## config.mk

```make
export PLATFORM = sky130hd
export DESIGN_NAME = boot_loader
export DESIGN_NICKNAME = d
export VERILOG_FILES = /design/src/rtl/boot_loader_pkg.sv /design/src/rtl/boot_timeout.sv /design/src/rtl/boot_loader.sv
export SDC_FILE = /design/constraint.sdc
export NUM_CORES = 1
export LEC_CHECK = 0
export ABC_AREA = 1
export ABC_CLOCK_PERIOD_IN_PS = 2100
export CAP_MARGIN = 20
export CELL_PAD_IN_SITES_DETAIL_PLACEMENT = 1
export CELL_PAD_IN_SITES_GLOBAL_PLACEMENT = 1
export CORE_UTILIZATION = 42
export CTS_CLUSTER_SIZE = 40
export DETAILED_ROUTE_END_ITERATION = 8
export PLACE_DENSITY = 0.86
export SLEW_MARGIN = 10
export SYNTH_ARGS = -nofsm -noshare
export SYNTH_HDL_FRONTEND = slang
export SYNTH_SLANG_ARGS = --single-unit
```

## constraint.sdc

```tcl
create_clock -name clk -period 2.1 [get_ports clk]
set_input_delay 0.21 -clock clk [delete_from_list [all_inputs] [get_ports clk]]
set_output_delay 0.21 -clock clk [all_outputs]
set_load 0.02 [all_outputs]
```

## src/rtl/boot_loader_pkg.sv

```systemverilog
`default_nettype none
// +----------------------------------------------------------------------+
// | Module  : boot_loader_pkg                                            |
// | Brief   : Shared state encodings, constants and helpers for the      |
// |           framed-image boot loader.                                  |
// | Revision: 1.0  initial release                                       |
// +----------------------------------------------------------------------+
package boot_loader_pkg;

  localparam int         BL_STATE_W   = 3;
  localparam logic [7:0] BL_SYNC_BYTE = 8'hA5;

  typedef enum logic [BL_STATE_W-1:0] {
    BL_SYNC = 3'd0,
    BL_LEN  = 3'd1,
    BL_DATA = 3'd2,
    BL_CHK  = 3'd3,
    BL_DONE = 3'd4,
    BL_ERR  = 3'd5
  } bl_state_e;

  // A length byte of zero encodes a full 256-byte image.
  function automatic logic [8:0] bl_len_count(input logic [7:0] len);
    return (len == 8'd0) ? 9'd256 : {1'b0, len};
  endfunction

  // States in which a frame is in flight and the idle timer runs.
  function automatic logic bl_is_busy(input bl_state_e s);
    return (s == BL_LEN) || (s == BL_DATA) || (s == BL_CHK);
  endfunction

endpackage
`default_nettype wire

```

## src/rtl/boot_timeout.sv

```systemverilog
`default_nettype none
// +----------------------------------------------------------------------+
// | Module  : boot_timeout                                               |
// | Brief   : Idle-cycle counter with clear/enable; raises a one-cycle   |
// |           expired pulse on the cycle the count reaches TIMEOUT.      |
// | Revision: 1.0  initial release                                       |
// +----------------------------------------------------------------------+
module boot_timeout #(
  parameter int unsigned TIMEOUT = 1024
) (
  input  logic clk,
  input  logic rst,
  input  logic clr,
  input  logic en,
  output logic expired
);

  generate
    if (TIMEOUT == 0) begin : g_disabled
      assign expired = 1'b0;
    end else begin : g_enabled
      localparam int unsigned      CNT_W = (TIMEOUT > 1) ? $clog2(TIMEOUT) : 1;
      localparam logic [CNT_W-1:0] LAST  = CNT_W'(TIMEOUT - 1);

      logic [CNT_W-1:0] cnt_q;
      logic [CNT_W-1:0] cnt_d;

      // Clear wins over counting; the count holds the number of idle cycles so far.
      always_comb begin
        cnt_d = cnt_q;
        if (clr) begin
          cnt_d = '0;
        end else if (en) begin
          cnt_d = cnt_q + 1'b1;
        end
      end

      // Idle counter register.
      always_ff @(posedge clk or negedge rst) begin
        if (!rst) begin
          cnt_q <= '0;
        end else begin
          cnt_q <= cnt_d;
        end
      end

      // This idle cycle would be the TIMEOUT-th one.
      assign expired = en && (cnt_q == LAST);
    end
  endgenerate

endmodule
`default_nettype wire

```

## src/rtl/boot_loader.sv

```systemverilog
`default_nettype none
// +----------------------------------------------------------------------+
// | Module  : boot_loader                                                |
// | Brief   : Receives SYNC/LEN/DATA/CHK frames, writes the image into   |
// |           CPU RAM and releases CPU reset once the checksum verifies. |
// | Revision: 1.0  initial release                                       |
// +----------------------------------------------------------------------+
module boot_loader
  import boot_loader_pkg::*;
#(
  parameter logic [7:0]  LOAD_BASE = 8'h00,
  parameter int unsigned TIMEOUT   = 1024,
  parameter logic [7:0]  SYNC_BYTE = BL_SYNC_BYTE
) (
  input  logic       clk,
  input  logic       rst,
  input  logic [7:0] rx_data,
  input  logic       rx_valid,
  output logic       rx_ready,
  input  logic       boot_req,
  output logic       ram_wr_en,
  output logic [7:0] ram_wr_addr,
  output logic [7:0] ram_wr_data,
  output logic       cpu_rst_n,
  output logic       busy,
  output logic       done,
  output logic       err
);

  bl_state_e  state_q, state_d;
  logic [7:0] addr_q, addr_d;
  logic [8:0] count_q, count_d;
  logic [7:0] csum_q, csum_d;
  logic       rx_ready_q, rx_ready_d;
  logic       wr_en_q, wr_en_d;
  logic [7:0] wr_addr_q, wr_addr_d;
  logic [7:0] wr_data_q, wr_data_d;
  logic       cpu_rst_n_q, cpu_rst_n_d;
  logic       busy_q, busy_d;
  logic       done_q, done_d;
  logic       err_q, err_d;

  logic       xfer;
  logic [7:0] chk_sum;
  logic       tmo_en;
  logic       tmo_clr;
  logic       tmo_expired;

  // rx_ready is registered, so a transfer is judged against its current value.
  assign xfer    = rx_valid && rx_ready_q;
  assign chk_sum = csum_q + rx_data;
  assign tmo_en  = bl_is_busy(state_q) && !xfer;
  assign tmo_clr = xfer || (state_d != state_q);

  boot_timeout #(
    .TIMEOUT (TIMEOUT)
  ) u_timeout (
    .clk     (clk),
    .rst     (rst),
    .clr     (tmo_clr),
    .en      (tmo_en),
    .expired (tmo_expired)
  );

  // Next-state, datapath and registered-output computation.
  always_comb begin
    state_d   = state_q;
    addr_d    = addr_q;
    count_d   = count_q;
    csum_d    = csum_q;
    wr_en_d   = 1'b0;
    wr_addr_d = wr_addr_q;
    wr_data_d = wr_data_q;
    err_d     = err_q;

    case (state_q)
      BL_SYNC: begin
        if (xfer && (rx_data == SYNC_BYTE)) begin
          state_d = BL_LEN;
          err_d   = 1'b0;
          csum_d  = 8'd0;
        end
      end
      BL_LEN: begin
        if (xfer) begin
          count_d = bl_len_count(rx_data);
          addr_d  = LOAD_BASE;
          state_d = BL_DATA;
        end else if (tmo_expired) begin
          state_d = BL_ERR;
        end
      end
      BL_DATA: begin
        if (xfer) begin
          wr_en_d   = 1'b1;
          wr_addr_d = addr_q;
          wr_data_d = rx_data;
          addr_d    = addr_q + 8'd1;
          csum_d    = chk_sum;
          count_d   = count_q - 9'd1;
          if (count_q == 9'd1) begin
            state_d = BL_CHK;
          end
        end else if (tmo_expired) begin
          state_d = BL_ERR;
        end
      end
      BL_CHK: begin
        if (xfer) begin
          state_d = (chk_sum == 8'd0) ? BL_DONE : BL_ERR;
        end else if (tmo_expired) begin
          state_d = BL_ERR;
        end
      end
      BL_DONE: begin
        if (boot_req) begin
          state_d = BL_SYNC;
        end
      end
      BL_ERR: begin
        state_d = BL_SYNC;
      end
      default: begin
        state_d = BL_SYNC;
      end
    endcase

    if (state_d == BL_ERR) begin
      err_d = 1'b1;
    end

    rx_ready_d  = (state_d != BL_DONE) && (state_d != BL_ERR);
    cpu_rst_n_d = (state_d == BL_DONE);
    done_d      = (state_d == BL_DONE);
    busy_d      = bl_is_busy(state_d);
  end

  // State and output registers.
  always_ff @(posedge clk or negedge rst) begin
    if (!rst) begin
      state_q     <= BL_SYNC;
      addr_q      <= 8'd0;
      count_q     <= 9'd0;
      csum_q      <= 8'd0;
      rx_ready_q  <= 1'b1;
      wr_en_q     <= 1'b0;
      wr_addr_q   <= 8'd0;
      wr_data_q   <= 8'd0;
      cpu_rst_n_q <= 1'b0;
      busy_q      <= 1'b0;
      done_q      <= 1'b0;
      err_q       <= 1'b0;
    end else begin
      state_q     <= state_d;
      addr_q      <= addr_d;
      count_q     <= count_d;
      csum_q      <= csum_d;
      rx_ready_q  <= rx_ready_d;
      wr_en_q     <= wr_en_d;
      wr_addr_q   <= wr_addr_d;
      wr_data_q   <= wr_data_d;
      cpu_rst_n_q <= cpu_rst_n_d;
      busy_q      <= busy_d;
      done_q      <= done_d;
      err_q       <= err_d;
    end
  end

  assign rx_ready    = rx_ready_q;
  assign ram_wr_en   = wr_en_q;
  assign ram_wr_addr = wr_addr_q;
  assign ram_wr_data = wr_data_q;
  assign cpu_rst_n   = cpu_rst_n_q;
  assign busy        = busy_q;
  assign done        = done_q;
  assign err         = err_q;

endmodule
`default_nettype wire

```

[Word level (Yosys, flattened, before mapping)]
Cells that the tools add are included.
Storage, ports and cells
  bits in registers: 59
  bits of input ports: 12
  logic and storage cells: 83
Cells by class
  add/sub/neg operators: 4
  eq/ne operators: 18
  mux-type cells: 26
  reductions and logical operators: 23
Operator list (count)
  two-way mux 8 bit: 4
  one-hot mux 8 bit (2 select lines): 2
  two-way mux 9 bit: 3
  two-way mux 3 bit: 7
  two-way mux 10 bit: 2
  one-hot mux 9 bit (2 select lines): 1
  logical NOT 8 bit: 2
  one-hot mux 3 bit (5 select lines): 1
  == test 3 x 2 -> 1 bit (second input constant): 4
  adder 10 x 1 -> 10 bit (second input constant): 1
  == test 10 bit (second input constant): 1
  nonzero test 2 bit: 5
  == test 3 bit (second input constant): 3
  == test 9 x 1 -> 1 bit (second input constant): 1
  subtractor 9 x 1 -> 9 bit (second input constant): 1
  adder 8 x 1 -> 8 bit (second input constant): 1
  adder 8 bit: 1
  == test 8 bit (second input constant): 1
  == test 3 x 1 -> 1 bit (second input constant): 2
  two-way mux 1 bit: 6
  inequality test 2 bit (second input constant): 3
  inequality test 3 bit (second input constant): 2
  AND reduction 3 bit: 2
  logical AND 1 bit: 5
  5 further kinds: 10

[Longest topological paths before layout]
Gate-level depths: netlist of the first run.
  word-level depth: 11
  gate-level depth with buffers: 16
  gate-level depth less buffers: 16

[Hierarchy]
Synthesis of the first run repeated with hierarchy kept, for this count alone.
Unflattened totals
  cell total of the unflattened synthesis: 424
  area, all modules: 3301.9 µm²
By module, submodules not included
  boot_loader: instances 1, cells each 346, area an instance 2743.9 µm², sequential area each 1227.4 µm²
  boot_timeout: instances 1, cells each 78, area an instance 558.0 µm², sequential area each 250.2 µm²

[Worst setup path before layout of the first run]
No wires, ideal clock.
  path kind: reg2reg
  from: reg csum_q[0]
  to: reg err_q (netlist: err)
  setup time: 0.117 ns
  arrival: 1.780 ns
  slack: 0.203 ns
  cell stages (with the launch flop): 17
  cell sequence: dfrtp_1 > ha_1 > fa_1 > nand2_1 > nand2_1 > nand3_1 > nand2_1 > nand2_1 > nand2_1 > nor2_1 > nand2_1 > nand2_1 > nand2_1 > nand2_1 > nand2_1 > nand2_1 > nand2_1
Between the ends
  cells in the longest elaborated chain, start to end: 8
  elaborated cells between the ends (all ways): 10
  classes of those cells: add/sub (1); eq/ne (1); mux (4); reduce/logical (4)
RTL lines
  start, declared: line boot_loader.sv:33  | logic [7:0] csum_q, csum_d;
  start signal, assigned: line boot_loader.sv:157  | csum_q <= csum_d;
  adder 8 bit *: line boot_loader.sv:51  | assign chk_sum = csum_q + rx_data;
  logical NOT 8 bit *: line boot_loader.sv:110  | state_d = (chk_sum == 8'd0) ? BL_DONE : BL_ERR;
  two-way mux 1 bit *: line boot_loader.sv:110
  two-way mux 3 bit *: line boot_loader.sv:109  | if (xfer) begin
  one-hot mux 3 bit (5 select lines) *: line boot_loader.sv:76  | case (state_q)
  net state_d[0]: line boot_loader.sv:30  | bl_state_e state_q, state_d;
  == test 3 bit *: line boot_loader.sv:128  | if (state_d == BL_ERR) begin
  nonzero test 2 bit (no source line)
  AND reduction 2 bit (no source line)
  end signal, assigned: line boot_loader.sv:165  | err_q <= err_d;
  end, declared: line boot_loader.sv:41  | logic err_q, err_d;
The timed path passes the listed nets; every way through them passes the cells marked *.
A chain may end at the register's enable or synchronous reset.

[Final worst setup path of the first run]
  from: reg csum_q[0]
  to: reg busy_q (netlist: busy)
Between the ends
  cells in the longest elaborated chain, start to end: 8
  elaborated cells between the ends (all ways): 10
  classes of those cells: add/sub (1); eq/ne (3); mux (3); reduce/logical (3)
RTL lines
  adder 8 bit *: line boot_loader.sv:51
  logical NOT 8 bit *: line boot_loader.sv:110
  two-way mux 1 bit *: line boot_loader.sv:110
  two-way mux 3 bit *: line boot_loader.sv:109
  one-hot mux 3 bit (5 select lines) *: line boot_loader.sv:76
  == test 3 x 1 -> 1 bit or == test 3 x 2 -> 1 bit (tied branches): line boot_loader_pkg.sv:29  | return (s == BL_LEN) || (s == BL_DATA) || (s == BL_CHK);
  logical OR 1 bit: line boot_loader_pkg.sv:29
  logical OR 1 bit *: line boot_loader_pkg.sv:29
  net busy_d: line boot_loader.sv:39  | logic busy_q, busy_d;
  end signal, assigned: line boot_loader.sv:163  | busy_q <= busy_d;
  end, declared: line boot_loader.sv:39
Marked as above.

==> results list, run 1 <==
- Outcome: complete, but fails checks
- The checks that failed: negative setup slack.
- X dimension of the die: roughly 90 microns
- After synthesis, the netlist uses 36 different library cells.
- For the pin with the worst max-slew slack, the measured transition is around 0.64 ns.
- Number of buffers created by CTS: 9
- At the worst endpoint, the required time is 2.33 ns.
- A synthesized cell averages around 8 sq um.
* Setup repair after global routing missed its margin: true
- Biggest area consumer among synthesized cells: sky130_fd_sc_hd__dfrtp_1
- During synthesis, Yosys emitted a total of 0 warnings.
- Minimum clock period after layout: ~2.2 ns
- Fmax: roughly 460 MHz
* Average via count per standard cell: around 5.3
- Vias after detailed routing: 3,056
* 1st-pass router iterations: 4
- Worst Skew: 0.0174 ns
- The worst setup path is of the reg -> reg kind.
* Area used by sequential logic in the layout: ~1500 sq um
- Slowest cell on crit path: sky130_fd_sc_hd__fa_2
- The first global-routing pass estimated 16,200 microns of wire.
- Share of synthesized registers carrying an async set or reset: 1.00
* GR Util All Layers: 0.255
- In this run the worst path has a maximum fanout of 2.
- Clock sink count: 59
- Leading register cell type out of synthesis: sky130_fd_sc_hd__dfrtp_1
* Gate Count Post-Synth: 407
- In this run the power density over the cells is ~1100 nW/um^2.
- The total count of max-transition violations in the final report is 0.
- After synthesis the netlist holds a flip-flop and latch count of between 50 and 60.
- Insertion delay to the later sink of the worst-skew pair: ~0.34 ns
- Cell area after synthesis: approximately 3200 sq um
- At the end of routability-driven placement, the weighted congestion stood at 0.847.
- Die extent in y: between 80 and 90 microns
- CTS built an H-tree with a depth of 3.
- Placement row count: 31
- The final layout contains 496 nets.
- Number of antenna repair diodes: 0
- Initial core utilization: 0.440
- Share of the synthesized area in the top cell type: 0.447
- Input and output buffers added on the ports amount to 33.
* Area of the core: ~7400 sq um
* Die Area: slightly above 8000 sq um
- The tool flagged a number of max-cap violations equal to 0.
- Counting both buffers and inverters, the worst setup path holds a total of 2.
- Clock tree from TritonCTS: built
- For this run, the register share of the synthesized area comes to 0.455.
- Element type at the critical path end: register
- For this design the top-level I/O count stands at 34.
* Slack of the critical path: -0.0686 ns
- Share of cells above drive strength 1: 0.161
- Detailed placement ended at an HPWL of just over 7000 microns.
* Total power: approximately 4.6 mW
* Total wire length after detailed routing: approximately 10,000 microns
* Post-layout utilization of the core: 0.562
- Iter 0 DRT Violations: around 110
* Area of all placed cells without fillers: approximately 4100 sq um
- The initial antenna violation count is 0.
- Multi-input combinational cell area: 1550 sq um
* Routed WL per cell: around 17 microns
* Critical path data arrival time: around 2.4 ns
* Largest voltage drop on the vdd net: about 580 uV
- Compared with the post-synthesis result, the final layout area differs by 27.7%.
- In the finished design, the share of the clock period the worst path needs comes to 1.03.
* # DRC: 0
* Grt total ovfl: 0
- After synthesis, the cell types taking the most area are sky130_fd_sc_hd__dfrtp_1 45%, sky130_fd_sc_hd__nand2_1 9.4%, sky130_fd_sc_hd__inv_1 7.1%, sky130_fd_sc_hd__o21ai_0 6.0%, sky130_fd_sc_hd__nand3_1 5.7%.
* Clock transition at path regs: about 0.080 ns
- Pin count of the biggest net entering global routing: 46
* Number of flops mapped to enable cells by yosys: 0
- In this run the deepest clock path goes through 2 buffers.
- Cell family with the largest share of critical-path delay: simple AND/OR/NAND/NOR gates
- STA classifies the critical path startpoint as a register.
* Number of endpoints with negative hold slack in the final report: 0
- Setup violations remaining at the end of the flow were counted as 2.
- Stage delay of the slowest cell on the critical path: 0.46 ns
- Counting every net in the synthesized netlist gives around 430.
- Counting the fill cells in the layout gives about 900.
- For this design the static power due to leakage is between 2 and 2.5 nW.
- Summing all placed instances gives a cell area of 3860 sq um.
* Critical Path, Cell by Cell: ha_4 > fa_2 > inv_1 > nand2_1 > nor2_2 > nand3_1 > nor2_1 > nand2_1 > nand2_1 > nand2_1 > nand2_2 > nand3_2 > nand2_1 > inv_1
- Headroom to the max-slew limit: 0.568
* Minimum hold slack: between 0.3 and 0.4 ns
- The min-delay analysis places its worst path in the category in -> async.
- Once detail routing completed, the nets flagged for antenna violations numbered 0.
* CTS Root Buffer Type: sky130_fd_sc_hd__clkbuf_8
- Top cell by count, worst path: sky130_fd_sc_hd__nand2_1
* Number of global-route vias before repair: 3,395
placed cells by master (no fill, tap or decap), types with 5 or more instances in the layout:
| cell | instances |
|---|---|
| sky130_fd_sc_hd__nand2_1 | 74 |
| sky130_fd_sc_hd__inv_1 | 61 |
| sky130_fd_sc_hd__dfrtp_1 | 58 |
| sky130_fd_sc_hd__o21ai_0 | 39 |
| sky130_fd_sc_hd__nor2_1 | 38 |
| sky130_fd_sc_hd__nand3_1 | 32 |
| sky130_fd_sc_hd__clkdlybuf4s50_1 | 32 |
| sky130_fd_sc_hd__buf_4 | 29 |
| sky130_fd_sc_hd__a21oi_1 | 11 |
| sky130_fd_sc_hd__clkbuf_8 | 11 |
| sky130_fd_sc_hd__nand4_1 | 10 |
| sky130_fd_sc_hd__xor2_1 | 9 |
| sky130_fd_sc_hd__ha_1 | 9 |
| sky130_fd_sc_hd__nand2_2 | 7 |
| sky130_fd_sc_hd__nand3_2 | 6 |
| sky130_fd_sc_hd__xnor2_1 | 5 |
worst register-to-register path, delay by kind of cell, from the launching register on:
kind	cells	cell delay, ns
fa+ha+maj	2	0.66
buf+inv	2	0.14
flops	1	0.43
simple gates	10	0.85
cell families (layout without fill, tap and decap cells):
| group | after synthesis | in the layout | synth area share |
|---|---|---|---|
| flip-flops | 59 | 59 | 0.455 |
| AND/OR/NAND/NOR | 184 | 184 | 0.261 |
| AO/OA/AOI/OAI | 62 | 62 | 0.103 |
| adder cells (fa/ha/maj) | 12 | 12 | 0.0486 |
| buffers and inverters | 74 | 144 | 0.0879 |
| XOR/XNOR | 15 | 15 | 0.0405 |
| multiplexers | 1 | 1 | 0.00309 |
flip-flops by register name, indices dropped and copies added (netlist names):
signal / count
csum_q: 8
count_q: 9
u_timeout.g_enabled.cnt_q: 10
rx_ready: 1
addr_q: 8
ram_wr_addr: 8
state_q: 3
ram_wr_data: 8
busy: 1
done: 1
ram_wr_en: 1
err: 1
cells in the mapped netlist (2+ instances only):
library cell and n:
sky130_fd_sc_hd__buf_2 3, sky130_fd_sc_hd__nor4_1 2, sky130_fd_sc_hd__nor2_1 39, sky130_fd_sc_hd__nand2_1 81, sky130_fd_sc_hd__nor2_4 3, sky130_fd_sc_hd__a21oi_1 11, sky130_fd_sc_hd__nand3_1 37, sky130_fd_sc_hd__o22ai_1 4
sky130_fd_sc_hd__inv_2 3, sky130_fd_sc_hd__nand4_1 10, sky130_fd_sc_hd__nand2_4 2, sky130_fd_sc_hd__xor2_1 10, sky130_fd_sc_hd__clkbuf_1 6, sky130_fd_sc_hd__ha_1 11, sky130_fd_sc_hd__o211ai_1 2, sky130_fd_sc_hd__dfrtp_1 58
sky130_fd_sc_hd__xnor2_1 5, sky130_fd_sc_hd__inv_1 61, sky130_fd_sc_hd__nor3_1 4, sky130_fd_sc_hd__o21ai_0 39
power breakdown:
part           switching [mW]  leakage (nW)  internal, mW
clock network           0.450        0.0867         0.493
logic                    1.12          1.19         0.814
registers               0.228         0.760          1.47
total                    1.80          2.03          2.78
metrics by stage:
stage	setup TNS, ns	std cells	worst slack [ns]
after floorplan	0	407	0.203
after global placement	-0.729	555	-0.220
after detailed placement	-1.13	555	-0.338
after CTS	0	573	0.00723
after global routing	-0.629	576	-0.203
final	-0.136	576	-0.0686
final timing paths:
path | from | to | slack, ns | depth (start not counted)
min in group clk | ram_wr_data[6]$_DFFE_PN0P_ | ram_wr_data[6]$_DFFE_PN0P_ | 0.49 | 2
setup reg to reg | csum_q[0]$_DFFE_PN0P_ | busy$_DFF_PN0_ | -0.07 | 14
hold reg to reg | ram_wr_data[6]$_DFFE_PN0P_ | ram_wr_data[6]$_DFFE_PN0P_ | 0.49 | 2
hold / removal | rst | ram_wr_data[3]$_DFFE_PN0P_ | 0.36 | 2
max in group asynchronous | rst | rx_ready$_DFF_PN1_ | 1.02 | 3
setup / recovery | csum_q[0]$_DFFE_PN0P_ | busy$_DFF_PN0_ | -0.07 | 14
metal layers:
layer / GRT usage / share of wire
met5: 0 / 0
met4: 0.0914 / 0.021
met3: 0.0575 / 0.039
met2: 0.451 / 0.52
met1: 0.304 / 0.42
area by class of cell:
class	count	share of cell area
multi-input combinational	274	0.374
sequential	59	0.357
timing repair buffer	64	0.138
inverter	64	0.0586
clock buffer	14	0.0393
tap	99	0.0299
clock inverter	2	0.00302
repair_timing:
action                                 4_1_cts  5_1_grt
buffers inserted                             1        3
gates resized for setup                      4       16
gates cloned                                 0        0
setup endpoints to repair                    4       24
hold buffers                                 1        0
endpoints found under the hold margin       17        0
pin swaps                                    0       11
Note: power is estimated with default switching activity, not from simulation.
==> inputs of run 2 (changes only) <==
SKIP_LAST_GASP = 1   (was default)
==> results of run 2 <==
Final layout, timing and power as in run 1 (identical DEF).
